<file path="src/rtl/if_prefetch_queue.sv">
// rtl/if_prefetch_queue.sv - instruction fetch with icache lookup, byte-serial miss fill and prefetch FIFO
module if_prefetch_queue #(
  parameter int unsigned DEPTH    = 4,
  parameter logic [31:0] RESET_PC = 32'h0
) (
  input  logic        clk,
  input  logic        rst,
  output logic        mem_req,
  output logic [31:0] mem_addr,
  input  logic        mem_gnt,
  input  logic        mem_rvalid,
  input  logic [7:0]  mem_rdata,
  output logic [31:0] ic_raddr,
  input  logic        ic_hit,
  input  logic [31:0] ic_rdata,
  output logic        ic_we,
  output logic [31:0] ic_waddr,
  output logic [31:0] ic_wdata,
  input  logic        redirect_valid,
  input  logic [31:0] redirect_pc,
  output logic        out_valid,
  input  logic        out_ready,
  output logic [31:0] out_pc,
  output logic [31:0] out_inst
);

  localparam int unsigned AW = $clog2(DEPTH);

  typedef enum logic {LOOKUP, MISS} state_t;

  state_t      state;
  logic [31:0] fpc;
  logic [2:0]  issue_idx;
  logic [1:0]  recv_idx;
  logic [23:0] asm_buf;
  logic [31:0] q_pc   [DEPTH];
  logic [31:0] q_inst [DEPTH];
  logic [AW-1:0] rd_ptr;
  logic [AW-1:0] wr_ptr;
  logic [AW:0]   count;

  logic        pop;
  logic        space;
  logic        hit_push;
  logic        miss_done;
  logic        push;
  logic [31:0] miss_word;
  logic [31:0] push_inst;

  assign out_valid = (count != '0);
  assign pop       = out_valid && out_ready;
  assign space     = (count != (AW+1)'(DEPTH)) || pop;
  assign miss_word = {mem_rdata, asm_buf};
  assign hit_push  = (state == LOOKUP) && space && ic_hit;
  assign miss_done = (state == MISS) && mem_rvalid && (recv_idx == 2'd3);
  assign push      = hit_push || miss_done;
  assign push_inst = (state == MISS) ? miss_word : ic_rdata;

  // Requests stop once all four bytes are granted; redirect suppresses the request it would abort.
  assign mem_req  = (state == MISS) && !issue_idx[2] && !redirect_valid;
  assign mem_addr = fpc + {29'd0, issue_idx};
  assign ic_raddr = fpc;

  assign out_pc   = out_valid ? q_pc[rd_ptr]   : '0;
  assign out_inst = out_valid ? q_inst[rd_ptr] : '0;

  always_ff @(posedge clk) begin
    if (!rst && !redirect_valid && push) begin
      q_pc[wr_ptr]   <= fpc;
      q_inst[wr_ptr] <= push_inst;
    end
  end

  always_ff @(posedge clk) begin
    if (rst) begin
      state     <= LOOKUP;
      fpc       <= RESET_PC;
      issue_idx <= '0;
      recv_idx  <= '0;
      asm_buf   <= '0;
      rd_ptr    <= '0;
      wr_ptr    <= '0;
      count     <= '0;
      ic_we     <= 1'b0;
      ic_waddr  <= '0;
      ic_wdata  <= '0;
    end else begin
      ic_we <= 1'b0;
      if (redirect_valid) begin
        state     <= LOOKUP;
        fpc       <= {redirect_pc[31:2], 2'b00};
        issue_idx <= '0;
        recv_idx  <= '0;
        rd_ptr    <= '0;
        wr_ptr    <= '0;
        count     <= '0;
      end else begin
        if (push) wr_ptr <= wr_ptr + 1'b1;
        if (pop)  rd_ptr <= rd_ptr + 1'b1;
        case ({push, pop})
          2'b10:   count <= count + 1'b1;
          2'b01:   count <= count - 1'b1;
          default: count <= count;
        endcase

        case (state)
          LOOKUP: begin
            if (space) begin
              if (ic_hit) begin
                fpc <= fpc + 32'd4;
              end else begin
                state     <= MISS;
                issue_idx <= '0;
                recv_idx  <= '0;
              end
            end
          end
          MISS: begin
            if (mem_req && mem_gnt) issue_idx <= issue_idx + 1'b1;
            if (mem_rvalid) begin
              recv_idx <= recv_idx + 1'b1;
              // Little-endian assembly; the fourth byte completes the word directly from mem_rdata.
              case (recv_idx)
                2'd0: asm_buf[7:0]   <= mem_rdata;
                2'd1: asm_buf[15:8]  <= mem_rdata;
                2'd2: asm_buf[23:16] <= mem_rdata;
                default: begin
                  fpc      <= fpc + 32'd4;
                  state    <= LOOKUP;
                  ic_we    <= 1'b1;
                  ic_waddr <= fpc;
                  ic_wdata <= miss_word;
                end
              endcase
            end
          end
          default: state <= LOOKUP;
        endcase
      end
    end
  end

endmodule

</file>
<file path="config.mk">
export PLATFORM = sky130hd
export DESIGN_NAME = if_prefetch_queue
export DESIGN_NICKNAME = d
export VERILOG_FILES = /design/src/rtl/if_prefetch_queue.sv
export SDC_FILE = /design/constraint.sdc
export NUM_CORES = 1
export LEC_CHECK = 0
export CAP_MARGIN = 20
export CELL_PAD_IN_SITES_DETAIL_PLACEMENT = 1
export CELL_PAD_IN_SITES_GLOBAL_PLACEMENT = 1
export CORE_UTILIZATION = 46
export DETAILED_ROUTE_END_ITERATION = 8
export PLACE_DENSITY = 0.85
export SLEW_MARGIN = 0
export SYNTH_ARGS = -nofsm -noshare
export SYNTH_HDL_FRONTEND = slang
export SYNTH_SLANG_ARGS = --single-unit
</file>
<file path="constraint.sdc">
create_clock -name clk -period 5.9 [get_ports clk]
set_clock_uncertainty 0.1 [all_clocks]
set_input_delay 1.18 -clock clk [delete_from_list [all_inputs] [get_ports clk]]
set_output_delay 1.18 -clock clk [all_outputs]
set_load 0.02 [all_outputs]
</file>
Word-level counts from Yosys, hierarchy flattened
Memories as Yosys holds them, arrays and structs flattened. A register that Yosys moved wholly into a read port is not among the register bits. Cells that the tools add are included. Widths: inputs -> output; s select.

Equality and inequality tests: 16. Reduce and logical (&&, ||, !) cells: 29. Bitwise gates (word level): 4. Muxes and demuxes: 30. Add/subtract/negate cells: 8.

Operator list (number): $mux 32 (8); $pmux 32 s2 (1); $add 32x3->32 (1); $add 32x3->32 const B (1); $reduce_and 4->1 (6); $ne 3x3->1 const B (5); $mux 2 (7); $pmux 3 s2 (2); $logic_and 1x1->1 (10); $ne 2x2->1 const B (5); $mux 3 (3); $mux 1 (7); $add 2x1->2 const B (3); $add 3x1->3 const B (2); $eq 2x2->1 const B (3); $reduce_and 3->1 (2); $eq 2x1->1 const B (2); $not 1->1 (4); $pmux 2 s2 (1); $reduce_or 4->1 (1); $logic_not 1->1 (3); $reduce_bool 3->1 (1); $reduce_or 3->1 (1); $sub 3x1->3 const B (1); other kinds (6) (7).

Memories kept: 2. Output and inout port bits: 195. Input bits: 79. Logic and storage cells: 103. Register bits after elaboration: 134. Bits in writable memories: 256.

Memories: q_inst (words 4, bits a word 32, rd ports 1, clocked after Yosys merged registers in 1, write ports 1, line 37) `logic [31:0] q_inst [DEPTH];`; q_pc (words 4, bits a word 32, rd ports 1, clocked after Yosys merged registers in 1, write ports 1, line 36) `logic [31:0] q_pc [DEPTH];`.

Depth between registers and ports, before layout
Word-level depth: 9. Depth in mapped cells: 9. Mapped depth without buffers: 9.

Least setup slack after synthesis
Ideal clock, no wire load.

Path kind: input to register. From: input redirect_valid. To: memory q_inst[0][0] (enable). Arrival: 3.341 ns. Setup slack: 2.032 ns. Buffers on the path: 1. Cell stages on the path: 4. Data required time: 5.373 ns. Library setup time: 0.427 ns. Cells stage by stage: buf_1 > or2_2 > nor2_1 > and2_1.

Longest elaborated chain between the ends: 5.

Ends and longest elaborated chain: start: declaration (line 19) `input logic redirect_valid,`; $logic_not 1->1 (line 68) `if (!rst && !redirect_valid && push) begin`; $logic_and 1x1->1 (2 in a row) (line 68); $mux 1 (line 68); $mux 1 (implied by the code) (line 70) `q_inst[wr_ptr] <= push_inst;`; end: declaration (line 37).

Every way passes these cells.

Final worst setup path
From: register fpc[2], in the netlist ic_raddr[2]. To: output mem_addr[26].

Longest elaborated chain between the ends: 1.

Ends and longest elaborated chain: start: declaration (line 32) `logic [31:0] fpc;`; start signal: assignment (line 91) `fpc <= {redirect_pc[31:2], 2'b00};`; start signal: assignment (line 110) `fpc <= fpc + 32'd4;`; start signal: assignment (line 128) `fpc <= fpc + 32'd4;`; $add 32x3->32 (line 61) `assign mem_addr = fpc + {29'd0, issue_idx};`; end: declaration (line 9) `output logic [31:0] mem_addr,`.

Every way passes these cells.

==> flow_results.org <==
** Timing
- In the finished design, the share of the clock period the worst path needs comes to 83.1%.
- Setup repair after global routing left no endpoint under its margin.
- Final count of hold timing violations :: 0
- Final critical path time including I/O delays and setup :: 4.91 ns
- Setup TNS :: 0 ns
- Based on the critical path, the design can be clocked at up to 204 MHz.
- Slew HR :: 28.6%
- Final number of max-transition violations :: 0
- For the pin with the worst max-slew slack, the measured transition is 1.07 ns.
- Setup violations remaining at the end of the flow were counted as 0.

** Run status
- Outcome :: finished, final reports clean

** Clock tree
- Clock tree from TritonCTS :: built
- CTS Root Cell :: sky130_fd_sc_hd__clkbuf_16
- Post-CTS Hold Buffers :: 0
- Worst skew pair latency :: 0.52 ns
- Clock tree sinks :: 380
- Setup bufs post-CTS :: 0
- Buffers inserted during clock tree synthesis total 40.
- Clock-pin slew was measured on the worst setup and hold paths at 0.06 ns.
- The H-tree generated during clock tree synthesis spans 2 levels.
- Number of gates resized after CTS :: 0
- The clock passes through at most 3 buffers.

** Route
- Via-to-Cell Ratio :: 5.57
- WL final :: 45.7 mm
- The routed layout has 10681 vias.
- After detailed routing, the number of remaining DRC violations is 0.
- The count of nets left with antenna violations once routing finished came out at 0.
- Pre-antenna DRT Iters :: 6
- Drt wl/cell :: 23.8 um
- Iter 0 DRT Violations :: 613

** Logic synthesis
- Portion of the post-synthesis area used by sequential elements :: 63.9%
- Netlist area before placement :: 15800 um^2
- The synthesized design contains 248 enable-type register cells.
- Ranked by total cell area, the synthesized netlist is headed by sky130_fd_sc_hd__edfxtp_1 47%, sky130_fd_sc_hd__dfxtp_1 17%, sky130_fd_sc_hd__mux4_2 8.8%.
- In the synthesized netlist the async set-or-reset flop fraction comes to 0%.
- Post-synthesis instance total :: 1205
- A synthesized cell averages 13.1 um^2.
- For this run, the number of Yosys warnings is 0.
- Count of different cell masters after synthesis :: 47
- Of all cell types, the one taking the most synthesized area is sky130_fd_sc_hd__edfxtp_1.
- Most common flop cell mapped by yosys :: sky130_fd_sc_hd__edfxtp_1
- Post-synthesis sequential element count :: 380
- Of the post-synthesis cell area, the dominant cell type holds 47.2%.

** Power and ir drop
- Total power divided by cell area :: 295 nW/um^2
- The design draws 0.00590 W.
- Leakage Power :: 6.50 nW
- Highest ir drop seen on vdd :: 297 uV

** GRT
- The initial antenna violation count was 3.
- Vias in the first global route :: 11484
- Wire length of the first global-routing pass :: 69.0 mm
- Total grt overflow :: 0
- Global routing used 25.9% of the available tracks across all layers.
- Largest net degree at the start of global routing :: 64

** Worst setup path
- On the critical path the largest part of the delay comes from simple AND/OR/NAND/NOR gates.
- The worst register-to-register path has a depth of 9.
- Count of buffer and inverter cells on the critical path :: 2
- Setup slack on the worst flop-to-flop path :: 2.74 ns
- Worst path slowest cell :: sky130_fd_sc_hd__clkdlybuf4s50_1
- Kind of end point of the critical path :: primary output
- At the worst endpoint, the arrival time is 3.63 ns.
- Endpoint required time on the critical path :: 4.62 ns
- Along the worst path, the maximum fanout reaches 15.
- The worst register-to-register path begins at count[0].
- The worst setup path is launched from a flop.
- WS Path Type :: flop to primary output
- Slowest Stage Delay on Critical Path :: 0.62 ns
- In this run the critical register-to-register path is captured at count[2].
- Crit-path cells :: buf_4 -> ha_1 -> ha_1 -> and3_1 -> nand3_1 -> nor3_1 -> nand3_1 -> xnor2_1 -> clkdlybuf4s50_1

** Job
- Across the run, the number of max-cap violations was 0.

** Layout
- Ratio of cells with drive above 1 in the final layout :: 12.5%
- The area growth from synthesis to layout is 26.6%.
- At the end of the flow, the number of nets in the layout was 1532.
- Once layout is complete, the cells apart from fillers number 1917.

** Place
- Number of placed cells counting well taps :: 1843
- Final HPWL from detailed placement :: 28.7 mm
- The congestion estimate from routability-driven global placement came to 0.784.
- During placement, the flow inserted port buffers numbering 265.

** Min path
- For hold timing, the worst endpoint is ic_wdata[9].
- The worst hold path begins at ic_wdata[9].
- Worst min path class :: flop to flop
- Counting instances, the worst hold path has a depth of 2.

** Floorplanning
- In this run the horizontal extent of the chip is 187 um.
- The floorplan step defined a core boundary enclosing 33600 um^2.
- For this design the top-level I/O count stands at 274.
- The floorplan step defined a die boundary enclosing 35100 um^2.
- The initial utilization of the core area, before any placement, comes to 47.0%.
- Count of standard-cell rows :: 67
- The die is 187 um tall.
[layout by cell type, fill, tap and decap left out, types with 15 or more instances in the layout]
| master | count |
|---|---|
| sky130_fd_sc_hd__clkbuf_16 | 41 |
| sky130_fd_sc_hd__nor3_1 | 15 |
| sky130_fd_sc_hd__nor2_1 | 43 |
| sky130_fd_sc_hd__clkdlybuf4s50_1 | 264 |
| sky130_fd_sc_hd__nand2_1 | 200 |
| sky130_fd_sc_hd__mux4_2 | 62 |
| sky130_fd_sc_hd__mux2_2 | 33 |
| sky130_fd_sc_hd__xor2_1 | 25 |
| sky130_fd_sc_hd__xnor2_1 | 32 |
| sky130_fd_sc_hd__edfxtp_1 | 248 |
| sky130_fd_sc_hd__a21oi_1 | 106 |
| sky130_fd_sc_hd__nand3_1 | 16 |
| sky130_fd_sc_hd__and2_1 | 70 |
| sky130_fd_sc_hd__dfxtp_1 | 129 |
| sky130_fd_sc_hd__inv_1 | 19 |
[stage by stage]
step / utilization (%) / worst slack [ns] / instance area (um^2) / hold WS (ns)
2_1_floorplan: - / 2.03 / 15800 / 0.342
3_3_place_gp: 55.6 / 1.57 / 18700 / 0.342
3_5_place_dp: 55.6 / 1.58 / 18700 / 0.350
4_1_cts: 59.4 / 0.985 / 20000 / 0.359
5_1_grt: 59.5 / 0.815 / 20000 / 0.375
6_report: 59.5 / 0.995 / 20000 / 0.356
[flip-flops by register name (all words and copies together), names as in the netlist, 3 cells and up, named ones only]
register / cells
q_inst: 128
q_pc: 120
ic_wdata: 32
ic_raddr: 30
ic_waddr: 30
asm_buf: 24
count: 3
issue_idx: 3
[power by group]
group	internal [W]	switching (W)
sequential	0.00288	0.0000717
clock	0.00145	0.00103
combinational	0.000221	0.000246
[cell usage after synthesis (all sizes together), types with 3 or more instances]
cell type and n:
mux2 33, nand4 14, ha 14, edfxtp 248, and4 4, nand2 201, nand3 17, or3 9
and3 5, nor3 15, nor2 43, xnor2 32, buf 35, o21ai 6, dfxtp 132, o21a 10
a211oi 13, nor4 7, mux4 62, mux2i 4, a21oi 106, and2 75, xor2 25, nand2b 3
clkbuf 54, inv 19
[layer usage]
layer,vias to the layer above,GRT usage (%),wire length [um]
li1,4788,-,-
met1,5445,30.8,17900
met2,381,46.1,23300
met3,65,7.02,3520
met4,2,6.75,926
met5,-,0,11
[cell type report]
| type | instances | area, um^2 |
|---|---|---|
| Fill cell | 3312 | 13600 |
| Sequential cell | 380 | 10100 |
| Multi-Input combinational cell | 721 | 5240 |
| Timing Repair Buffer | 276 | 2750 |
| Clock buffer | 56 | 1110 |
| Tap cell | 448 | 561 |
| Clock inverter | 16 | 170 |
| Inverter | 19 | 71.3 |
| Antenna cell | 1 | 2.50 |
[how the worst max path moves through the flow]
stage | start | to | slack (ns) | cells past startpoint
final | ic_raddr[2] | mem_addr[26] | 0.99 | 9
after global routing | ic_raddr[2] | mem_addr[26] | 0.81 | 9
after CTS | ic_raddr[2] | mem_addr[26] | 0.98 | 9
after detailed placement | ic_raddr[2] | mem_addr[26] | 1.58 | 9
after global placement | ic_raddr[2] | mem_addr[26] | 1.57 | 9
after floorplan | redirect_valid | q_inst[0][0] | 2.03 | 4
[cells by family (layout without fill, tap and decap cells)]
family	count (synthesis)	count (layout)	synth area share [%]
simple gates	401	401	12.1
flops	380	380	63.9
compound gates	143	143	5.02
buf+inv	109	367	3.15
mux	99	99	11.4
xor+xnor	57	57	3.16
fa+ha+maj	15	15	1.24
other cells	1	7	0.0237
[worst reg2reg max path, delay by kind of cell, from the launching register on]
| family | cells | cell delay (ns) |
|---|---|---|
| flops | 1 | 0.40 |
| simple gates | 3 | 1.12 |
| compound gates | 1 | 0.16 |
| xor+xnor | 1 | 0.17 |
| buf+inv | 2 | 0.58 |
| fa+ha+maj | 2 | 0.59 |
(Power assumes the default switching activity.)
